[config.mk]
export PLATFORM = sky130hd
export DESIGN_NAME = midi_byte_parser
export DESIGN_NICKNAME = d
export VERILOG_FILES = /design/src/rtl/midi_byte_parser.sv
export SDC_FILE = /design/constraint.sdc
export NUM_CORES = 1
export LEC_CHECK = 0
export ABC_AREA = 1
export CAP_MARGIN = 15
export CORE_ASPECT_RATIO = 0.5
export CORE_MARGIN = 1.5
export CORE_UTILIZATION = 46
export DETAILED_ROUTE_END_ITERATION = 10
export MAX_ROUTING_LAYER = met4
export PLACE_DENSITY = 0.83
export RECOVER_POWER = 100
export SYNTH_ARGS = -nofsm -noshare
export SYNTH_HDL_FRONTEND = slang
export SYNTH_SLANG_ARGS = --single-unit
[constraint.sdc]
create_clock -name data_clk -period 1.57 [get_ports data_clk]
set_input_delay 0.314 -clock data_clk [delete_from_list [all_inputs] [get_ports data_clk]]
set_output_delay 0.314 -clock data_clk [all_outputs]
set_load 0.02 [all_outputs]
[src/rtl/midi_byte_parser.sv]
// MIDI byte-stream parser: tracks running status, numbers each byte within its message,
// tracks sysex framing, forwards realtime bytes and counts discarded bytes.
module midi_byte_parser #(
   parameter int RT_PASS = 1
) (
   input  logic       data_clk,
   input  logic       reset_reg_N,
   input  logic       rx_valid,
   input  logic [7:0] rx_data,
   output logic       byteready,
   output logic [7:0] cur_status,
   output logic [7:0] midibyte_nr,
   output logic [7:0] midi_in_data,
   output logic       sysex_active,
   output logic       rt_strobe,
   output logic [7:0] rt_data,
   output logic [7:0] drop_cnt
);

   typedef enum logic [1:0] {IDLE, CHAN, SYSEX, SYX_END} state_t;

   state_t     state;
   logic [1:0] exp_len;
   logic       armed;
   logic       take;
   logic       is_rt;
   logic       is_chan_status;
   logic       is_data;

   function automatic logic [7:0] sat_inc(input logic [7:0] v);
      return (v == 8'hFF) ? 8'hFF : v + 8'd1;
   endfunction

   // armed stays low for the first edge after reset release so a byte landing on that edge is ignored
   assign take           = rx_valid & armed;
   assign is_rt          = (rx_data >= 8'hF8);
   assign is_chan_status = rx_data[7] & (rx_data < 8'hF0);
   assign is_data        = ~rx_data[7];

   always_ff @(posedge data_clk or negedge reset_reg_N) begin
      if (!reset_reg_N) begin
         state        <= IDLE;
         exp_len      <= 2'd0;
         armed        <= 1'b0;
         byteready    <= 1'b0;
         cur_status   <= 8'h00;
         midibyte_nr  <= 8'h00;
         midi_in_data <= 8'h00;
         sysex_active <= 1'b0;
         rt_strobe    <= 1'b0;
         rt_data      <= 8'h00;
         drop_cnt     <= 8'h00;
      end else begin
         armed     <= 1'b1;
         byteready <= 1'b0;
         rt_strobe <= 1'b0;
         // The F7 pulse has already gone out; close the sysex frame now, while still taking a new byte
         if (state == SYX_END) begin
            cur_status   <= 8'h00;
            sysex_active <= 1'b0;
            state        <= IDLE;
         end
         if (take) begin
            if (is_rt) begin
               if (RT_PASS != 0) begin
                  rt_strobe <= 1'b1;
                  rt_data   <= rx_data;
               end
            end else if (is_chan_status) begin
               cur_status   <= rx_data;
               midibyte_nr  <= 8'h00;
               midi_in_data <= rx_data;
               byteready    <= 1'b1;
               sysex_active <= 1'b0;
               exp_len      <= (rx_data[7:4] == 4'hC || rx_data[7:4] == 4'hD) ? 2'd1 : 2'd2;
               state        <= CHAN;
            end else if (rx_data == 8'hF0) begin
               cur_status   <= 8'hF0;
               midibyte_nr  <= 8'h00;
               midi_in_data <= 8'hF0;
               byteready    <= 1'b1;
               sysex_active <= 1'b1;
               state        <= SYSEX;
            end else if (rx_data == 8'hF7 && state == SYSEX) begin
               midibyte_nr  <= sat_inc(midibyte_nr);
               midi_in_data <= 8'hF7;
               byteready    <= 1'b1;
               state        <= SYX_END;
            end else if (!is_data) begin
               cur_status   <= 8'h00;
               sysex_active <= 1'b0;
               drop_cnt     <= sat_inc(drop_cnt);
               state        <= IDLE;
            end else begin
               case (state)
                  CHAN: begin
                     midibyte_nr  <= (midibyte_nr == {6'd0, exp_len}) ? 8'd1 : midibyte_nr + 8'd1;
                     midi_in_data <= rx_data;
                     byteready    <= 1'b1;
                  end
                  SYSEX: begin
                     midibyte_nr  <= sat_inc(midibyte_nr);
                     midi_in_data <= rx_data;
                     byteready    <= 1'b1;
                  end
                  default: drop_cnt <= sat_inc(drop_cnt);
               endcase
            end
         end
      end
   end

endmodule

==> impl_metrics.ini <==
[outcome]
status = complete, but fails checks
violations = negative setup slack

[cts]
clk_path_buf_depth = 2
cts_made_buffers = 5
clock_latency_ns = 0.30
clock-root-buffer = clkbuf_8
clk_pin_slew_ns = 0.09
clock_sinks = 48
h-tree-depth = 2
ctsHoldBuffers = 0
cts_tree = built

[final_layout]
area_delta_synth_final_pct = 45.4
seq_area_um2 = 1200
fin_nets = 453
antenna_cells = 0
nFillCells = 388
final_core_util_pct = 72.0
drive_gt1_share_pct = 24.1
multi_input_area_um2 = 1340
layout.cells.non_filler = 505

[route]
antenna_left = 0
wl_met1_um = 3180
drc = 0
num_vias = 2553
drt_pass1_iterations = 5
wl_um = 7110
routedWlPerCell_um = 14.1
dr.first_iter.drc_count = 132
dr.max_layer_used = met4
vias_per_cell = 5.06
wl_met3_um = 290
wl_met2_um = 3600

[critical_path]
worst-path-max-fanout = 9
worstPathArrival_ns = 1.81
worstSetupPathType = reg2reg
cp-end-kind = flop
r2r_start = state[0]$_DFF_PN0_
ff2ff_path_depth = 9
startpoint = state[0]$_DFF_PN0_
cp_data_required_time_ns = 1.79
r2r_setup_slack_ns = -0.02
r2r-end = midibyte_nr[6]$_DFFE_PN0P_
critical_path.startpoint_type = flop

[timing]
fmax_mhz = 628
finalCritPeriodShare_pct = 101
finClkSkew_ns = 0.00632
fin_ws_ns = -0.0223
rsz0062_at_grt = true
hold_ws_ns = 0.334
hold_violations = 0
relSlewSlack_pct = 19.6
fin_crit_ns = 1.59
final-setup-viol-count = 2
max_slew.worst_pin.slew_ns = 1.21
slew_violations = 0

[die]
core_um2 = 5090
die_area_um2 = 5960
chipHeight_um = 55.4
io_pins = 54
start_util_pct = 49.5
die_w_um = 108
num_rows = 18

[pwr]
peakVddDrop_mv = 0.833
power_leakage_nw = 2.04
power.density_nw_per_um2 = 969

[global_routing]
grt_antenna_before_repair = 0
overflow = 0
grt_pass1_wl_um = 11100
grt_pass1_vias = 2402
grt_max_degree = 49
grt_usage_pct = 24.2

[logic_synthesis]
yosys_register_bits = 48
synth-edff-count = 0
synthArstFlopShare_pct = 100
synth_cell_types = 28
avgSynthCellArea_um2 = 7.66
synth_top_area_share_pct = 47.6
synth_top_area_cell = dfrtp_1
syn_nets = 347
synth-main-ff-cell = dfrtp_1
ys_warn_count = 0
synth_area_leaders = dfrtp_1 (48%), nand2_1 (19%), inv_1 (5.5%), nand3_1 (5.2%), nor2_1 (4.5%)
synthCells = 329
synth_area_um2 = 2520
ys_seq_area_share_pct = 47.6

[min_path]
hold_class = in2reg
worstHoldStart = rx_data[0]
whs_path_depth = 3
hold_end = midi_in_data[0]$_DFFE_PN0P_

[placed_design]
place_congestion = 0.964
dp.cells = 488
io_buffer_count = 53
dp_hpwl_um = 4800

[job]
maxCapViolCount = 0
flip-flops by register name, summed over array words and instances, names as in the netlist:
name          flops
midi_in_data      8
sysex_active      1
rt_data           8
drop_cnt          8
state             2
exp_len           2
cur_status        8
byteready         1
armed             1
midibyte_nr       8
rt_strobe         1
per-layer routing:
layer / vias to the layer above / GRT usage (%)
met4: 0 / 4.70
li1: 1247 / -
met2: 73 / 41.6
met1: 1227 / 30.5
met3: 6 / 4.01
met5: - / -
cells in the mapped netlist (2+ instances only):
| cell type | count |
|---|---|
| dfrtp_1 | 48 |
| ha_1 | 7 |
| inv_1 | 37 |
| nand2_1 | 127 |
| nand2_2 | 2 |
| nand2_4 | 2 |
| nand3_1 | 26 |
| nand3b_1 | 3 |
| nand4_1 | 2 |
| nor2_1 | 30 |
| nor3_1 | 2 |
| o21ai_0 | 14 |
| o21ai_1 | 2 |
| o21ai_2 | 7 |
| or2_2 | 6 |
| xor2_1 | 2 |
placed cells by master, fill, tap and decap left out, drive strengths merged:
cell type / netlist / layout
a21o: 1 / 1
a21oi: 1 / 1
a31oi: 1 / 1
buf: 1 / 44
clkbuf: 0 / 12
clkdlybuf4s50: 0 / 2
clkinv: 0 / 1
clkinvlp: 0 / 1
conb: 1 / 1
dfrtp: 48 / 48
dlygate4sd2: 0 / 42
dlymetal6s2s: 0 / 4
ha: 7 / 7
inv: 38 / 38
nand2: 131 / 132
nand3: 26 / 26
nand3b: 3 / 3
nand4: 2 / 2
nor2: 33 / 33
nor3: 2 / 2
o211ai: 1 / 1
o21ai: 23 / 23
o22ai: 1 / 1
or2: 6 / 6
xnor2: 1 / 1
xor2: 2 / 2
where the power goes:
part	internal, mW	total, mW	switching [mW]
logic	0.516	1.28	0.765
clock network	0.302	0.710	0.408
registers	1.42	1.56	0.138
logic make-up after synthesis:
logic type	count (synthesis)	share of synthesized area, %
flip-flops	48	47.6
AO/OA/AOI/OAI	28	6.90
buffers and inverters	39	6.10
adder cells (fa/ha/maj)	7	3.47
other	1	0.149
XOR/XNOR	3	1.04
AND/OR/NAND/NOR	203	34.7
critical path, cell delays in order, from the launching register on:
cell     delay (ns)
dfrtp_1        0.41
buf_4          0.14
buf_4          0.13
ha_1           0.21
nor2_2         0.13
nand3_1        0.11
nand3_1        0.11
buf_6          0.14
nand2_1        0.05
o21ai_0        0.08
how the worst max path moves through the flow:
stage                                             to  cells after the start
after global placement    midibyte_nr[7]$_DFFE_PN0P_                      7
after floorplan              drop_cnt[4]$_DFFE_PN0P_                     11
after global routing      midibyte_nr[6]$_DFFE_PN0P_                      9
final                     midibyte_nr[6]$_DFFE_PN0P_                      9
after detailed placement  midibyte_nr[1]$_DFFE_PN0P_                      7
after CTS                            midi_in_data[1]                      1
area by class of cell:
class / instances / share of cell area, %
Clock buffer: 5 / 1.88
Clock inverter: 2 / 0.341
Inverter: 38 / 3.96
Multi-Input combinational cell: 243 / 36.6
Sequential cell: 48 / 32.8
Tap cell: 70 / 2.39
Timing Repair Buffer: 99 / 22.1
metrics by stage:
stage | area (um2) | setup TNS [ns] | total power [mW] | worst slack (ns)
after floorplan | 2530 | 0 | 2.23 | 0.0105
after global placement | 3410 | -14.70 | 2.82 | -0.396
after detailed placement | 3410 | -17.03 | 2.86 | -0.493
after CTS | 3570 | 0 | 3.51 | 0.00136
after global routing | 3660 | -1.26 | 3.76 | -0.108
final | 3660 | -0.0325 | 3.55 | -0.0223
what timing repair did:
action | 4_1_cts | 5_1_grt
gates resized for setup | 70 | 32
setup endpoints to repair | 75 | 40
buffers inserted | 6 | 4
pin swaps | 9 | 21
cloned | 0 | 1
Power figures use the tool's default switching activity.
